<file path="config.mk">
export PLATFORM = sky130hd
export DESIGN_NAME = dma_ci_sequencer_flat
export DESIGN_NICKNAME = d
export VERILOG_FILES = /design/src/rtl/dma_ci_sequencer_if.sv /design/src/rtl/dma_ci_sequencer.sv /design/src/flat_wrapper.sv
export SDC_FILE = /design/constraint.sdc
export NUM_CORES = 1
export LEC_CHECK = 0
export ABC_AREA = 1
export CORE_UTILIZATION = 50
export DETAILED_ROUTE_END_ITERATION = 8
export PLACE_DENSITY = 0.76
export SYNTH_ARGS = -nofsm -noshare
export SYNTH_HDL_FRONTEND = slang
export SYNTH_SLANG_ARGS = --single-unit
export TNS_END_PERCENT = 10
</file>
<file path="constraint.sdc">
create_clock -name clock -period 3.6 [get_ports clock]
set_input_delay 0.72 -clock clock [delete_from_list [all_inputs] [get_ports clock]]
set_output_delay 0.72 -clock clock [all_outputs]
set_load 0.02 [all_outputs]
</file>
<file path="src/rtl/dma_ci_sequencer_if.sv">
// Descriptor, CI and completion signals of the DMA CI sequencer.
interface dma_ci_sequencer_if #(
    parameter int unsigned fifoDepthLog2 = 2
) ();
    logic                     descValid;
    logic                     descReady;
    logic [31:0]              descBusAddr;
    logic [8:0]               descMemAddr;
    logic [9:0]               descBlockSize;
    logic [7:0]               descBurstSize;
    logic                     descDirIn;

    logic                     ciStart;
    logic [7:0]               ciN;
    logic [31:0]              ciValueA;
    logic [31:0]              ciValueB;
    logic                     ciDone;
    logic [31:0]              ciResult;

    logic                     cmplValid;
    logic                     cmplError;
    logic                     cmplTimeout;
    logic                     seqBusy;
    logic [fifoDepthLog2:0]   fifoCount;

    // Sequencer side: accepts descriptors, owns the CI port, reports completions.
    modport master (
        input  descValid, descBusAddr, descMemAddr, descBlockSize, descBurstSize, descDirIn,
        output descReady,
        output ciStart, ciN, ciValueA, ciValueB,
        input  ciDone, ciResult,
        output cmplValid, cmplError, cmplTimeout, seqBusy, fifoCount
    );

    // Environment side: descriptor source, DMA CI unit and completion sink.
    modport slave (
        output descValid, descBusAddr, descMemAddr, descBlockSize, descBurstSize, descDirIn,
        input  descReady,
        input  ciStart, ciN, ciValueA, ciValueB,
        output ciDone, ciResult,
        input  cmplValid, cmplError, cmplTimeout, seqBusy, fifoCount
    );
endinterface

</file>
<file path="src/rtl/dma_ci_sequencer.sv">
// Runs queued DMA descriptors through the DMA CI unit: programs the transfer,
// kicks it, polls status until idle (or poll limit) and reports one completion each.
module dma_ci_sequencer #(
    parameter logic [7:0]  customId      = 8'h00,
    parameter int unsigned fifoDepthLog2 = 2,
    parameter int unsigned pollGap       = 4,
    parameter logic [15:0] maxPolls      = 16'd4096
) (
    input  logic               clock,
    input  logic               reset,
    dma_ci_sequencer_if.master bus
);

    localparam int unsigned DEPTH = 1 << fifoDepthLog2;
    localparam int unsigned PTR_W = (fifoDepthLog2 > 0) ? fifoDepthLog2 : 1;
    localparam int unsigned CNT_W = fifoDepthLog2 + 1;
    localparam int unsigned GAP_W = (pollGap > 0) ? $clog2(pollGap + 1) : 1;

    typedef struct packed {
        logic [31:0] bus_addr;
        logic [8:0]  mem_addr;
        logic [9:0]  block_size;
        logic [7:0]  burst_size;
        logic        dir_in;
    } desc_t;

    typedef enum logic [3:0] {
        S_IDLE, S_CFG_BUS, S_CFG_MEM, S_CFG_SIZE, S_CFG_BURST,
        S_KICK, S_GAP, S_POLL, S_CMPL
    } state_e;

    state_e             state_q, state_d;
    desc_t              cur_q, cur_d;
    desc_t              fifo_mem_q [DEPTH];
    logic [PTR_W-1:0]   wr_ptr_q, wr_ptr_d;
    logic [PTR_W-1:0]   rd_ptr_q, rd_ptr_d;
    logic [CNT_W-1:0]   count_q, count_d;
    logic [GAP_W-1:0]   gap_cnt_q, gap_cnt_d;
    logic [15:0]        poll_cnt_q, poll_cnt_d;
    logic               ci_start_q, ci_start_d;
    logic [7:0]         ci_n_q, ci_n_d;
    logic [31:0]        ci_value_a_q, ci_value_a_d;
    logic [31:0]        ci_value_b_q, ci_value_b_d;
    logic               cmpl_valid_q, cmpl_valid_d;
    logic               cmpl_error_q, cmpl_error_d;
    logic               cmpl_timeout_q, cmpl_timeout_d;
    logic               desc_ready_q, desc_ready_d;
    logic               seq_busy_q, seq_busy_d;

    logic               push;
    logic               pop;
    logic               launch;
    desc_t              desc_in;
    logic               unused_result_bits;

    assign desc_in = '{
        bus_addr:   bus.descBusAddr,
        mem_addr:   bus.descMemAddr,
        block_size: bus.descBlockSize,
        burst_size: bus.descBurstSize,
        dir_in:     bus.descDirIn
    };
    assign push               = bus.descValid & desc_ready_q;
    assign unused_result_bits = ^bus.ciResult[31:2];

    // Descriptor storage; data needs no reset, occupancy is tracked by count_q.
    always_ff @(posedge clock) begin
        if (push) begin
            fifo_mem_q[wr_ptr_q] <= desc_in;
        end
    end

    // Sequencer next state, CI op launch and completion flags.
    always_comb begin
        state_d        = state_q;
        cur_d          = cur_q;
        gap_cnt_d      = gap_cnt_q;
        poll_cnt_d     = poll_cnt_q;
        launch         = 1'b0;
        pop            = 1'b0;
        cmpl_valid_d   = 1'b0;
        cmpl_error_d   = cmpl_error_q;
        cmpl_timeout_d = cmpl_timeout_q;
        ci_value_a_d   = '0;
        ci_value_b_d   = '0;

        case (state_q)
            S_IDLE: begin
                if (count_q != '0) begin
                    pop   = 1'b1;
                    cur_d = fifo_mem_q[rd_ptr_q];
                    if (cur_d.block_size == '0) begin
                        state_d        = S_CMPL;
                        cmpl_valid_d   = 1'b1;
                        cmpl_error_d   = 1'b0;
                        cmpl_timeout_d = 1'b0;
                    end else begin
                        state_d = S_CFG_BUS;
                        launch  = 1'b1;
                    end
                end
            end
            S_CFG_BUS: if (bus.ciDone) begin
                state_d = S_CFG_MEM;
                launch  = 1'b1;
            end
            S_CFG_MEM: if (bus.ciDone) begin
                state_d = S_CFG_SIZE;
                launch  = 1'b1;
            end
            S_CFG_SIZE: if (bus.ciDone) begin
                state_d = S_CFG_BURST;
                launch  = 1'b1;
            end
            S_CFG_BURST: if (bus.ciDone) begin
                state_d = S_KICK;
                launch  = 1'b1;
            end
            S_KICK: if (bus.ciDone) begin
                poll_cnt_d = '0;
                if (pollGap == 0) begin
                    state_d = S_POLL;
                    launch  = 1'b1;
                end else begin
                    state_d   = S_GAP;
                    gap_cnt_d = GAP_W'(pollGap);
                end
            end
            S_GAP: begin
                if (gap_cnt_q <= GAP_W'(1)) begin
                    state_d = S_POLL;
                    launch  = 1'b1;
                end else begin
                    gap_cnt_d = gap_cnt_q - GAP_W'(1);
                end
            end
            S_POLL: if (bus.ciDone) begin
                if (!bus.ciResult[0]) begin
                    state_d        = S_CMPL;
                    cmpl_valid_d   = 1'b1;
                    cmpl_error_d   = bus.ciResult[1];
                    cmpl_timeout_d = 1'b0;
                end else if (poll_cnt_q == maxPolls - 16'd1) begin
                    state_d        = S_CMPL;
                    cmpl_valid_d   = 1'b1;
                    cmpl_error_d   = bus.ciResult[1];
                    cmpl_timeout_d = 1'b1;
                end else begin
                    poll_cnt_d = (poll_cnt_q == 16'hFFFF) ? poll_cnt_q : poll_cnt_q + 16'd1;
                    if (pollGap == 0) begin
                        launch = 1'b1;
                    end else begin
                        state_d   = S_GAP;
                        gap_cnt_d = GAP_W'(pollGap);
                    end
                end
            end
            S_CMPL: state_d = S_IDLE;
            default: state_d = S_IDLE;
        endcase

        // Operands of the op starting next cycle, zero when nothing starts.
        ci_start_d = launch;
        ci_n_d     = launch ? customId : 8'h00;
        if (launch) begin
            case (state_d)
                S_CFG_BUS: begin
                    ci_value_a_d = 32'h0000_0600;
                    ci_value_b_d = cur_d.bus_addr;
                end
                S_CFG_MEM: begin
                    ci_value_a_d = 32'h0000_0A00;
                    ci_value_b_d = {23'd0, cur_d.mem_addr};
                end
                S_CFG_SIZE: begin
                    ci_value_a_d = 32'h0000_0E00;
                    ci_value_b_d = {22'd0, cur_d.block_size};
                end
                S_CFG_BURST: begin
                    ci_value_a_d = 32'h0000_1200;
                    ci_value_b_d = {24'd0, cur_d.burst_size};
                end
                S_KICK: begin
                    ci_value_a_d = 32'h0000_1600;
                    ci_value_b_d = {30'd0, ~cur_d.dir_in, cur_d.dir_in};
                end
                S_POLL: begin
                    ci_value_a_d = 32'h0000_1400;
                    ci_value_b_d = '0;
                end
                default: begin
                    ci_value_a_d = '0;
                    ci_value_b_d = '0;
                end
            endcase
        end
    end

    // FIFO pointers, occupancy and derived status outputs.
    always_comb begin
        wr_ptr_d = wr_ptr_q;
        rd_ptr_d = rd_ptr_q;
        if (push) begin
            wr_ptr_d = (wr_ptr_q == PTR_W'(DEPTH - 1)) ? '0 : wr_ptr_q + PTR_W'(1);
        end
        if (pop) begin
            rd_ptr_d = (rd_ptr_q == PTR_W'(DEPTH - 1)) ? '0 : rd_ptr_q + PTR_W'(1);
        end
        count_d      = count_q + CNT_W'(push) - CNT_W'(pop);
        desc_ready_d = (count_d != CNT_W'(DEPTH));
        seq_busy_d   = (state_d != S_IDLE) || (count_d != '0);
    end

    // State and output registers with synchronous reset.
    always_ff @(posedge clock) begin
        if (reset) begin
            state_q        <= S_IDLE;
            cur_q          <= '0;
            wr_ptr_q       <= '0;
            rd_ptr_q       <= '0;
            count_q        <= '0;
            gap_cnt_q      <= '0;
            poll_cnt_q     <= '0;
            ci_start_q     <= 1'b0;
            ci_n_q         <= '0;
            ci_value_a_q   <= '0;
            ci_value_b_q   <= '0;
            cmpl_valid_q   <= 1'b0;
            cmpl_error_q   <= 1'b0;
            cmpl_timeout_q <= 1'b0;
            desc_ready_q   <= 1'b1;
            seq_busy_q     <= 1'b0;
        end else begin
            state_q        <= state_d;
            cur_q          <= cur_d;
            wr_ptr_q       <= wr_ptr_d;
            rd_ptr_q       <= rd_ptr_d;
            count_q        <= count_d;
            gap_cnt_q      <= gap_cnt_d;
            poll_cnt_q     <= poll_cnt_d;
            ci_start_q     <= ci_start_d;
            ci_n_q         <= ci_n_d;
            ci_value_a_q   <= ci_value_a_d;
            ci_value_b_q   <= ci_value_b_d;
            cmpl_valid_q   <= cmpl_valid_d;
            cmpl_error_q   <= cmpl_error_d;
            cmpl_timeout_q <= cmpl_timeout_d;
            desc_ready_q   <= desc_ready_d;
            seq_busy_q     <= seq_busy_d;
        end
    end

    assign bus.descReady   = desc_ready_q;
    assign bus.ciStart     = ci_start_q;
    assign bus.ciN         = ci_n_q;
    assign bus.ciValueA    = ci_value_a_q;
    assign bus.ciValueB    = ci_value_b_q;
    assign bus.cmplValid   = cmpl_valid_q;
    assign bus.cmplError   = cmpl_error_q;
    assign bus.cmplTimeout = cmpl_timeout_q;
    assign bus.seqBusy     = seq_busy_q;
    assign bus.fifoCount   = count_q;

endmodule

</file>
<file path="src/flat_wrapper.sv">
// flat-port wrapper written by rule: the top's interface ports become plain ports
module dma_ci_sequencer_flat 
#(
    parameter logic [7:0]  customId      = 8'h00,
    parameter int unsigned fifoDepthLog2 = 2,
    parameter int unsigned pollGap       = 4,
    parameter logic [15:0] maxPolls      = 16'd4096
)
  (clock, reset, bus_descValid, bus_descBusAddr, bus_descMemAddr, bus_descBlockSize, bus_descBurstSize, bus_descDirIn, bus_descReady, bus_ciStart, bus_ciN, bus_ciValueA, bus_ciValueB, bus_ciDone, bus_ciResult, bus_cmplValid, bus_cmplError, bus_cmplTimeout, bus_seqBusy, bus_fifoCount);
  dma_ci_sequencer_if #(.fifoDepthLog2(fifoDepthLog2)) bus_i ();
  input  logic clock;
  input  logic reset;
  input wire logic [$bits(bus_i.descValid)-1:0] bus_descValid;
  input wire logic [$bits(bus_i.descBusAddr)-1:0] bus_descBusAddr;
  input wire logic [$bits(bus_i.descMemAddr)-1:0] bus_descMemAddr;
  input wire logic [$bits(bus_i.descBlockSize)-1:0] bus_descBlockSize;
  input wire logic [$bits(bus_i.descBurstSize)-1:0] bus_descBurstSize;
  input wire logic [$bits(bus_i.descDirIn)-1:0] bus_descDirIn;
  output wire logic [$bits(bus_i.descReady)-1:0] bus_descReady;
  output wire logic [$bits(bus_i.ciStart)-1:0] bus_ciStart;
  output wire logic [$bits(bus_i.ciN)-1:0] bus_ciN;
  output wire logic [$bits(bus_i.ciValueA)-1:0] bus_ciValueA;
  output wire logic [$bits(bus_i.ciValueB)-1:0] bus_ciValueB;
  input wire logic [$bits(bus_i.ciDone)-1:0] bus_ciDone;
  input wire logic [$bits(bus_i.ciResult)-1:0] bus_ciResult;
  output wire logic [$bits(bus_i.cmplValid)-1:0] bus_cmplValid;
  output wire logic [$bits(bus_i.cmplError)-1:0] bus_cmplError;
  output wire logic [$bits(bus_i.cmplTimeout)-1:0] bus_cmplTimeout;
  output wire logic [$bits(bus_i.seqBusy)-1:0] bus_seqBusy;
  output wire logic [$bits(bus_i.fifoCount)-1:0] bus_fifoCount;
  assign bus_i.descValid = bus_descValid;
  assign bus_i.descBusAddr = bus_descBusAddr;
  assign bus_i.descMemAddr = bus_descMemAddr;
  assign bus_i.descBlockSize = bus_descBlockSize;
  assign bus_i.descBurstSize = bus_descBurstSize;
  assign bus_i.descDirIn = bus_descDirIn;
  assign bus_descReady = bus_i.descReady;
  assign bus_ciStart = bus_i.ciStart;
  assign bus_ciN = bus_i.ciN;
  assign bus_ciValueA = bus_i.ciValueA;
  assign bus_ciValueB = bus_i.ciValueB;
  assign bus_i.ciDone = bus_ciDone;
  assign bus_i.ciResult = bus_ciResult;
  assign bus_cmplValid = bus_i.cmplValid;
  assign bus_cmplError = bus_i.cmplError;
  assign bus_cmplTimeout = bus_i.cmplTimeout;
  assign bus_seqBusy = bus_i.seqBusy;
  assign bus_fifoCount = bus_i.fifoCount;
  dma_ci_sequencer #(.customId(customId), .fifoDepthLog2(fifoDepthLog2), .pollGap(pollGap), .maxPolls(maxPolls)) u_core (.clock(clock), .reset(reset), .bus(bus_i));
endmodule
</file>
# --- Word-level counts from Yosys, hierarchy flattened ---
# Memories as Yosys holds them, arrays and structs flattened. A register that Yosys moved wholly into a read port is not among the register bits.
# Index checks and enable logic that the tools add are counted.
word_totals:
  romBits: 0
  memories: 1
  inputBits: 96
  ramBits: 240
  word_cells: 128
  latch_bits: 0
  ff_bits: 160
memory_table:
  columns: ["memory", "depth", "word_bits", "read_ports", "rd_ports_with_merged_regs", "wr", "line", "rtl"]
  rows:
  - ["u_core.fifo_mem_q", 4, 60, 1, 1, 1, "dma_ci_sequencer.sv:34", "desc_t fifo_mem_q [DEPTH];"]
classes:
  n_eq_ne: 27
  multipliers: 0
  n_lt_le_gt_ge: 1
  div: 0
  n_reduce_logical: 14
  muxes: 57
  addsub: 6
  shifts: 0
  n_bitwise: 3
ops:
  columns: ["op", "n"]
  rows:
  - ["$pmux W32 S5", 1]
  - ["$mux W60", 2]
  - ["$mux W16", 5]
  - ["$pmux W13 S6", 1]
  - ["$mux W4", 11]
  - ["$pmux W16 S2", 1]
  - ["$pmux W4 S8", 1]
  - ["$eq A4 B3 Y1 const B", 7]
  - ["$mux W1", 21]
  - ["$add A16 B1 Y16 const B", 1]
  - ["$eq A16 B12 Y1 const B", 1]
  - ["$eq A16 B16 Y1 const B", 1]
  - ["$eq A4 B2 Y1 const B", 4]
  - ["$mux W3", 5]
  - ["$ne A2 B2 Y1 const B", 6]
  - ["$reduce_and A6 Y1", 2]
  - ["$logic_not A10 Y1", 1]
  - ["$pmux W3 S3", 1]
  - ["$reduce_bool A3 Y1", 3]
  - ["$eq A4 B1 Y1 const B", 2]
  - ["$mux W2", 4]
  - ["$pmux W1 S2", 3]
  - ["$reduce_and A5 Y1", 1]
  - ["$add A2 B1 Y2 const B", 2]
  - ["17 further kinds", 21]

# --- Logic depth before layout (Yosys ltp) ---
# Gate-level depths: netlist of the first run.
depth:
  depth_word: 7
  mapped_depth: 18

# --- Worst setup path after synthesis of the first run ---
# OpenSTA, ideal clock, no wires.
synth_path:
  path_type: "in2reg"
  start: "input port bus_descValid"
  end: "memory u_core.fifo_mem_q[0][0] in the netlist's numbering, enable pin"
  path_slack_ps: -289
  path_buffers: 0
  arrival_ps: 3411
  required_time_ps: 3122
  stages: 2
  setup_ps: 478
  cell_sequence: "nand2_1 > nor2_1"
synth_via:
  elab_chain_len: 3
synth_lines:
  columns: ["element", "line", "rtl"]
  rows:
  - ["start: declaration", "flat_wrapper.sv:13", "input wire logic [$bits(bus_i.descValid)-1:0] bus_descValid;"]
  - ["$and A1 B1 Y1", "dma_ci_sequencer.sv:63", "assign push = bus.descValid & desc_ready_q;"]
  - ["$mux W1", "dma_ci_sequencer.sv:68", "if (push) begin"]
  - ["$mux W1 (not written as such)", "dma_ci_sequencer.sv:69", "fifo_mem_q[wr_ptr_q] <= desc_in;"]
  - ["end: declaration", "dma_ci_sequencer.sv:34", null]
# No other way between the ends.

==> qor.txt, run 1 <==
Status = completed
DP Worst Slack = 0.729 ns
Hpwl dp = 18100 um
Die X = 174 um
Core box area = 28900 um2
Final cell count without fillers = 1883
Area Growth Syn to Fin = 17.2%
Fraction of layout cells with a size suffix above 1 = 6.94%
H-Tree Level Count = 2
I/O Buffers = 110
Psw = 4700 uW
Setup TNS = 0 ns
Fillcell total = 2302
Clock skew = 0.0131 ns
Synth top area share = 48.8%
Initial Util = 51.2%
PostCTS Resize Cnt = 0
Comb power frac = 31.5%
GRT overflow = 0
Hold Path Stages = 2
Total CTS buffers = 38
R2R setup slack = 0.87 ns
Worst min path class = reg2reg
Post-CTS Setup Repair Bufs = 0
Unrepaired setup endpoints after global routing = no
Count of cell types in the netlist = 45
Max-slew violations = 0
VDD IR max = 0.492 mV
Vias/cell = 5.32
CTS tree = done
Max Cap Viol = 0
CTS Root Cell = clkbuf_16
Leak = 0.00638 uW
Die H = 174 um
Yosys warns = 0
Top_reg_cell synth = edfxtp_1
Total internal power = 8960 uW
Final WL = 30900 um
Post-layout min period = 2.73 ns
Post-route ant nets = 0
Antenna Cells = 0
Syn avg cell area = 10.8 um2
Worst setup SP type = register
Detailed-route via count = 10000
Hold path endpoint = u_core.bus.cmplTimeout
HP Start = u_core.bus.cmplTimeout
FMAX = 366 MHz
Final worst setup slack = 0.866 ns
Final Wtd Congestion = 0.860
Number of cell rows = 62
DRC viols = 0
CP Data Required Time = 4.06 ns
Area of the mapped netlist = 14800 um2
Final core utilization = 60.0%
Slew margin rel. = 35.0%
Nets = 1576
Capturing point of the worst reg2reg path = u_core.bus.ciValueB[8]
Post-synth EDFFs = 240
First-pass GRT wire length = 49300 um
Total GRT Usage = 20.6%
Clk buf depth = 3
Largest net degree at the start of global routing = 83
Area contributors post-synth = edfxtp_1, dfxtp_1, nor2_1, nand2_1, o21ai_0
Final Cell Area = 17300 um2
CP endpoint kind = register
Clk pin slew, worst setup/hold paths = 0.06 ns
I/O pin count = 177
Final period util = 75.9%
Synth Instances = 1370
Dpl cells = 1813
Seq pwr share = 40.2%
Switching share of total power = 34.4%
Crit path DAT = 3.20 ns
Number of hold buffers added after cts = 0
DRT Pass-1 Iters = 5
Kind of critical path = reg2reg
Async SR Flop Fraction = 0%
Synth area leader = edfxtp_1
DP Area = 16100 um2
Worst Reg-to-Reg Cells = 9
Hold Vio Cnt, Final = 0
DRT iter0 DRCs = 829
Clk pwr share = 28.4%
Vias in the first global route = 9783
Initial antenna violation count = 0
Drt wl/cell = 16.4 um
Synth Register Bits = 374
Worst slew pin tran = 0.974 ns
Die area = 30200 um2
Pwr/cell area = 789 nW/um2
Worst skew pair latency = 0.52 ns
# setup viols final = 0
CTS Sinks = 374
Worst Path Max Fanout = 63
Sequential element share of the synthesized area = 67.0%
## synth_stat cells (5+ instances only)
master,instances
a21oi_1,26
buf_2,26
buf_4,40
buf_6,5
clkbuf_1,28
dfxtp_1,134
edfxtp_1,240
ha_1,10
inv_1,59
inv_2,7
mux2i_1,23
nand2_1,150
nand3_1,48
nand4_1,20
nor2_1,295
nor3_1,32
o21ai_0,111
o21ai_1,13
o22ai_1,49
or2_2,6
xor2_1,9
## cell usage in the layout (no fill, tap or decap), drive strengths merged, types with 6 or more instances in the layout
| cell | n |
|---|---|
| xor2 | 9 |
| o22ai | 49 |
| clkbuf | 55 |
| nor2 | 297 |
| o21ai | 125 |
| nand2 | 155 |
| nor3 | 32 |
| clkinv | 13 |
| edfxtp | 240 |
| a21oi | 27 |
| inv | 70 |
| mux2i | 23 |
| nand4 | 21 |
| clkdlybuf4s50 | 109 |
| dfxtp | 134 |
| buf | 15 |
| nand3 | 50 |
| or2 | 6 |
| ha | 10 |
| conb | 36 |
## layout make-up
class | count | area (um2) | share of cell area (%)
Inverter | 71 | 272 | 1.57
Clock buffer | 55 | 1070 | 6.18
Sequential cell | 374 | 9890 | 57.2
Multi-Input combinational cell | 860 | 4170 | 24.1
Timing Repair Buffer | 124 | 1250 | 7.23
Tap cell | 384 | 480 | 2.78
Clock inverter | 15 | 173 | 0.997
## power by group through the flow
stage                     clock network [uW]  registers, uW  logic, uW
after floorplan                            0           5620       3080
after global placement                     0           5550       4160
after detailed placement                   0           5570       4270
after CTS                               3930           5490       4320
after global routing                    4100           5540       4800
final                                   3870           5480       4300
## metal layers
metal	GRT usage [%]	vias to the layer above	wire, um
met2	34.8	329	15300
met1	26.2	4769	13000
met5	0	-	0
met3	3.42	66	1740
met4	8.66	0	926
li1	-	4847	-
## sequential cells by signal, summed over array words and instances (netlist names), named ones only
name,count
u_core.bus.cmplValid,1
u_core.bus.ciValueA,4
u_core.bus.seqBusy,1
u_core.bus.cmplTimeout,1
u_core.state_q,4
u_core.wr_ptr_q,2
u_core.bus.descReady,1
u_core.bus.fifoCount,3
u_core.bus.ciValueB,32
u_core.bus.cmplError,1
u_core.fifo_mem_q,240
u_core.bus.ciStart,1
u_core.cur_q,60
u_core.gap_cnt_q,3
u_core.poll_cnt_q,16
u_core.rd_ptr_q,2
## how the worst max path moves through the flow
stage	endpoint	slack [ns]	cells after the start
global route	u_core.bus.ciValueB[8]	0.69	9
floorplan	u_core.fifo_mem_q[0][0]	-0.29	2
CTS	u_core.bus.ciValueB[8]	0.85	9
global placement	u_core.bus.ciValueA[9]	0.74	11
detailed placement	u_core.bus.ciValueA[9]	0.73	11
finish	u_core.bus.ciValueB[8]	0.87	9
## critical path, stage by stage, from the launching register on
cell	delay, ns
dfxtp_4	0.34
inv_2	0.37
buf_4	0.59
buf_4	0.44
o21ai_0	0.13
o22ai_1	0.22
mux2i_1	0.14
nor3_1	0.23
nor2_1	0.07
nor2_1	0.08
## per-stage QoR
step / total power, uW / hold WS, ns
2_1_floorplan: 8690 / 0.445
3_3_place_gp: 9710 / 0.451
3_5_place_dp: 9850 / 0.461
4_1_cts: 13700 / 0.470
5_1_grt: 14400 / 0.498
6_report: 13700 / 0.464
## kinds of logic (layout without fill, tap and decap cells)
family / count (synthesis) / after routing / synth area share, %
and+or+nand+nor: 566 / 566 / 16.0
DFF: 374 / 374 / 67.0
AOI/OAI and AO/OA: 214 / 214 / 8.00
buffers and inverters: 171 / 265 / 5.87
muxes: 23 / 23 / 1.56
adders and majority gates: 11 / 11 / 0.983
xor gates and xnor gates: 10 / 10 / 0.593
other: 1 / 36 / 0.0254
Power figures use the tool's default switching activity.
==> run 2, diff against run 1 <==
==> constraint.sdc (replaced) <==
create_clock -name clock -period 2.44 [get_ports clock]
set_input_delay 0.488 -clock clock [delete_from_list [all_inputs] [get_ports clock]]
set_output_delay 0.488 -clock clock [all_outputs]
set_load 0.02 [all_outputs]
==> run 2 against run 1 <==
  * Clock power up 43%
  * First-iteration DRC count is 3.6% higher
  * Final cell count up 1.3%
  * Flip-flop and latch count did not move
  * Register-to-register slack got worse by 0.75 ns
  * Clock skew decreased by 0.0019 ns
  * Sequential power up 47%
  * Non-clock buffer count up 23
  * Critical endpoint is now u_core.bus.seqBusy
==> qor.txt, run 2 (synthesis gave the netlist of run 1 again) <==
Hpwl dp = 18700 um (+3.5%)
Initial antenna violation count = 1 (+1)
I/O Buffers = 110 (unchanged)
Hold Path Stages = 4 (+2)
Final period util = 95.1% (+19 points)
Final cell count without fillers = 1907 (+1.3%)
Worst setup SP type = register
Detailed-route via count = 10200 (+2.1%)
Dpl cells = 1833 (+1.1%)
Crit path DAT = 2.68 ns (-0.52 ns)
CP endpoint kind = register
Total GRT Usage = 21.3% (+0.69 points)
Largest net degree at the start of global routing = 95 (+14%)
Hold Vio Cnt, Final = 0 (unchanged)
CP cell instances = nor2_4 > inv_2 > nor2_4 > nand2_2 > inv_4 > ha_4 > inv_2 > ha_4 > inv_2 > fa_2 > xnor2_2 > xor2_1 > inv_1 > nand4_1 > nor2_1 > nor2_1
DRT iter0 DRCs = 859 (+3.6%)
Status = completed
Total CTS buffers = 39 (+2.6%)
Max FFs per register = 240 (unchanged)
Core box area = 28900 um2 (unchanged)
Die X = 174 um (unchanged)
HP Start = reset
CP Data Required Time = 2.80 ns (-1.26 ns)
Worst r2r src = u_core.state_q[0]
DRT Pass-1 Iters = 5 (unchanged)
WHS = 0.418 ns (-0.0451 ns)
Slew margin rel. = 35.1% (about the same)
CTS tree = done
Initial Util = 51.2% (unchanged)
Drt wl/cell = 17.0 um (+3.2%)
Crit-path slowest cell = fa_2
GRT overflow = 0 (unchanged)
Kind of critical path = reg2reg
Most frequent cells in the layout = nor2_1, edfxtp_1, nand2_1
Worst min path class = in2reg
Clk pin slew, worst setup/hold paths = 0.06 ns (about the same)
Largest Register = u_core.fifo_mem_q
Clk buf depth = 3 (unchanged)
Die H = 174 um (unchanged)
Hold path endpoint = u_core.bus.ciValueB[0]
CTS Root Cell = clkbuf_16
Final Wtd Congestion = 0.887 (+3.2%)
Leading cell type in the layout, fill and taps excluded = nor2_1
Post-route ant nets = 0 (unchanged)
Nets = 1600 (+1.5%)
Area Growth Syn to Fin = 18.8%
Pwr/cell area = 1160 nW/um2 (+47%)
Number of cell rows = 62 (unchanged)
Fillcell total = 2265 (-1.6%)
Worst slew pin tran = 0.974 ns (-0.000224 ns)
First-pass GRT wire length = 50600 um (+2.6%)
Max Cap Viol = 0 (unchanged)
R2R setup slack = 0.12 ns (-0.75 ns)
Capturing point of the worst reg2reg path = u_core.bus.seqBusy
Worst Reg-to-Reg Cells = 16 (+7)
Unrepaired setup endpoints after global routing = yes
VDD IR max = 0.753 mV (+53%)
Post-layout min period = 2.32 ns (-0.414 ns)
Max-slew violations = 0 (unchanged)
# setup viols final = 0 (unchanged)
Fraction of layout cells with a size suffix above 1 = 9.20% (+2.3 points)
Final WL = 32400 um (+4.5%)
Worst skew pair latency = 0.52 ns (about the same)
CTS Sinks = 374 (unchanged)
Top delay family on crit path = adder cells
DRC viols = 0 (unchanged)
Vias in the first global route = 9892 (+1.1%)
Slowest stage delay, CP = 0.38 ns (-0.21 ns)
Vias/cell = 5.36 (+0.77%)
Leak = 0.00648 uW (+1.6%)
FMAX = 431 MHz (+18%)
CP Launch Point = u_core.state_q[0]
Clock skew = 0.0111 ns (-0.00192 ns)
I/O pin count = 177 (unchanged)
Die area = 30200 um2 (unchanged)
H-Tree Level Count = 2 (unchanged)
Worst Path Max Fanout = 2 (-97%)
CP Buf/Inv Count = 5 (+2)
Most repeated library cell on the critical path = inv_2
-- run 2: timing repair --
action / CTS / global route
hold buffers: 0 / 0
gates resized for setup: 0 / 21
setup buffers: 0 / 3
setup endpoints to repair: 0 / 31
-- run 2: layer usage --
| metal | vias up | GRT usage [%] | wire, um |
|---|---|---|---|
| li1 | 4888 | - | - |
| met1 | 4919 | 27.2 | 13600 |
| met2 | 344 | 36.1 | 16000 |
| met3 | 66 | 3.36 | 1870 |
| met4 | 0 | 8.59 | 879 |
| met5 | - | 0 | 0 |
-- run 2: power breakdown --
part           total [uW]  switching [uW]  internal (uW)
sequential           8080             337           7740
combinational        6790            4470           2320
clock                5550            2320           3230
total               20400            7120          13300
-- run 2: through the flow --
stage	setup WS, ns	setup TNS [ns]	cell area (um2)	power (uW)	utilization (%)
final	0.120	0	17600	20400	60.8
after global routing	-0.0494	-0.0740	17600	21600	60.8
after CTS	0.00479	0	17500	20300	60.5
after detailed placement	0.0280	0	16300	14800	56.4
after global placement	0.0612	0	16300	14500	56.4
after floorplan	-0.254	-61.50	14900	12800	-
-- run 2: worst max path at each step --
stage | end | slack [ns] | cells past startpoint
global route | u_core.bus.seqBusy | -0.05 | 16
global placement | u_core.bus.seqBusy | 0.06 | 16
detailed placement | u_core.bus.seqBusy | 0.03 | 16
CTS | u_core.bus.seqBusy | 0.005 | 16
finish | u_core.bus.seqBusy | 0.12 | 16
floorplan | u_core.fifo_mem_q[0][0] | -0.25 | 2
-- run 2: final cells by class --
cell class	count	area (um2)	share of cell area [%]
flip-flops and latches	374	9900	56.4
multi-input cells	860	4230	24.1
repair buffers	147	1470	8.37
clock buffers	52	1040	5.95
well taps	384	480	2.74
inverters	71	274	1.56
clock inverters	18	148	0.841
diodes	1	2.50	0.0143
-- run 2: tightest hold or removal path, stage by stage --
cell     delay (ns)
buf_2          0.10
inv_1          0.09
nand2_4        0.15
nor2_1         0.06
==> run 3, diff against run 2 <==
==> constraint.sdc (replaced) <==
create_clock -name clock -period 2.44 [get_ports clock]
set_input_delay 0.488 -clock clock [delete_from_list [all_inputs] [get_ports clock]]
set_output_delay 0.488 -clock clock [all_outputs]
set_load 0.05 [all_outputs]
==> run 3 against run 2 <==
  * Clock-buffer cell count grew 4
  * Largest power group unchanged
  * Critical endpoint unchanged
  * Combinational power grew 5.0%
  * Clock power grew 5.2%
  * First-iteration DRC count shrank 4.0%
  * Final cell count is the same
  * Design area grew 0.42%
  * Worst hold slack gained 0.0015 ns
  * Maximum frequency shrank 1.0%
  * Non-clock buffer count shrank 1
  * Via count shrank 1.1%
==> qor.txt, run 3 (synthesis gave the netlist of run 1 again) <==
Core box area = 28900 um2 (unchanged)
Final worst setup slack = 0.0955 ns (-0.0244 ns)
CP endpoint kind = register
I/O Buffers = 110 (unchanged)
Final cell count without fillers = 1907 (unchanged)
First-pass GRT wire length = 49600 um (-1.9%)
WHS = 0.420 ns (+0.00152 ns)
Unrepaired setup endpoints after global routing = yes
Final WL = 31100 um (-3.8%)
Total CTS buffers = 39 (unchanged)
Pwr Total = 21000 uW (+2.9%)
Nets = 1599 (-0.063%)
Max FFs per register = 240 (unchanged)
Worst min path class = in2reg
Fillcell total = 2239 (-1.1%)
CP Data Required Time = 2.81 ns (about the same)
Initial antenna violation count = 0 (-1)
DRT Pass-1 Iters = 5 (unchanged)
FMAX = 427 MHz (-1.0%)
DRT iter0 DRCs = 825 (-4.0%)
Status = completed
# setup viols final = 0 (unchanged)
Max-slew violations = 0 (unchanged)
Largest Register = u_core.fifo_mem_q
CTS Root Cell = clkbuf_16
CTS Sinks = 374 (unchanged)
Antenna Cells = 0 (-1)
Clock skew = 0.0149 ns (+0.00376 ns)
I/O pin count = 177 (unchanged)
Vias in the first global route = 9851 (-0.41%)
Vias/cell = 5.30 (-1.1%)
Clk buf depth = 3 (unchanged)
Slew margin rel. = 35.3% (+0.30 points)
Worst setup SP type = register
Largest net degree at the start of global routing = 101 (+6.3%)
Hpwl dp = 18800 um (+0.10%)
CTS tree = done
H-Tree Level Count = 2 (unchanged)
VDD IR max = 0.887 mV (+18%)
Pwr/cell area = 1190 nW/um2 (+2.5%)
Worst slew pin tran = 0.970 ns (-0.00445 ns)
Final Cell Area = 17600 um2 (+0.42%)
Die H = 174 um (unchanged)
Kind of critical path = reg2reg
Worst Path Max Fanout = 2 (unchanged)
DRC viols = 0 (unchanged)
DP Worst Slack = 0.0206 ns (-0.00743 ns)
Number of cell rows = 62 (unchanged)
Final Wtd Congestion = 0.922 (+4.0%)
Crit path DAT = 2.72 ns (+0.04 ns)
Max Cap Viol = 0 (unchanged)
Total GRT Usage = 20.6% (-0.64 points)
Dpl cells = 1834 (+0.055%)
Post-layout min period = 2.34 ns (+0.0244 ns)
Post-route ant nets = 0 (unchanged)
Die X = 174 um (unchanged)
Leading cell type in the layout, fill and taps excluded = nor2_1
Worst skew pair latency = 0.53 ns (about the same)
Fraction of layout cells with a size suffix above 1 = 9.65% (+0.45 points)
Leak = 0.00653 uW (+0.77%)
DP Area = 16300 um2 (about the same)
Final period util = 96.1% (+1.0 points)
GRT overflow = 0 (unchanged)
Hold Vio Cnt, Final = 0 (unchanged)
Drt wl/cell = 16.3 um (-3.8%)
Detailed-route via count = 10100 (-1.1%)
Most frequent cells in the layout = nor2_1, edfxtp_1, nand2_1
Die area = 30200 um2 (unchanged)
Initial Util = 51.2% (unchanged)
Area Growth Syn to Fin = 19.3%
Clk pin slew, worst setup/hold paths = 0.06 ns (about the same)
-- run 3: cell count changes in the layout (fill, tap and decap cells not counted), sizes merged --
cell    previous run  this run
buf               38        37
bufinv             2         1
clkbuf            52        56
clkinv            15        12
diode              1         0
inv               69        71
-- run 3: timing repair --
action | in CTS | in global routing
setup endpoints to repair | 0 | 27
hold buffers | 0 | 0
endpoints found under the hold margin | 0 | 0
resized for setup | 0 | 15
buffers inserted | 0 | 1
-- run 3: final timing paths --
check | startpoint | end | slack (ns) | depth (start not counted)
min | reset | u_core.state_q[2] | 0.42 | 4
max | u_core.state_q[0] | u_core.bus.seqBusy | 0.1 | 16
max reg2reg | u_core.state_q[0] | u_core.bus.seqBusy | 0.1 | 16
min reg2reg | u_core.bus.cmplTimeout | u_core.bus.cmplTimeout | 0.46 | 2
-- run 3: metrics by stage --
step           utilization [%]  TNS [ns]
2_1_floorplan                -   -130.69
3_3_place_gp              56.3         0
3_5_place_dp              56.3         0
4_1_cts                   60.9         0
5_1_grt                   61.1   -0.0530
6_report                  61.1         0
-- run 3: routing by layer --
metal  track usage (%)  routed length, um  share of wire, %
met4              7.60                843               2.7
met2              35.3              15300                49
met3              3.60               1780               5.7
met5                 0                  0                 0
met1              26.2              13200                42
-- run 3: power breakdown --
part | leakage, uW | total, uW | internal (uW) | switching (uW)
Combinational | 0.00259 | 7130 | 2280 | 4850
Clock | 0.000638 | 5840 | 3470 | 2360
Sequential | 0.00330 | 8040 | 7740 | 304
-- run 3: critical path: stages, from the launching register on --
cell,delay [ns]
dfxtp_2,0.33
nor2_4,0.13
inv_2,0.06
nor2_4,0.10
nand2_2,0.08
inv_4,0.06
ha_4,0.19
inv_2,0.06
ha_4,0.12
inv_2,0.03
fa_2,0.37
xnor2_2,0.15
xor2_1,0.17
inv_1,0.08
nand4_1,0.09
nor2_1,0.12
nor2_1,0.04
-- run 3: cell type report --
class	count	area, um2	share of cell area, %
Timing Repair Buffer	146	1440	8.18
Clock buffer	56	1170	6.64
Tap cell	384	480	2.73
Multi-Input combinational cell	860	4230	24.0
Sequential cell	374	9900	56.1
Inverter	71	272	1.54
Clock inverter	16	136	0.774
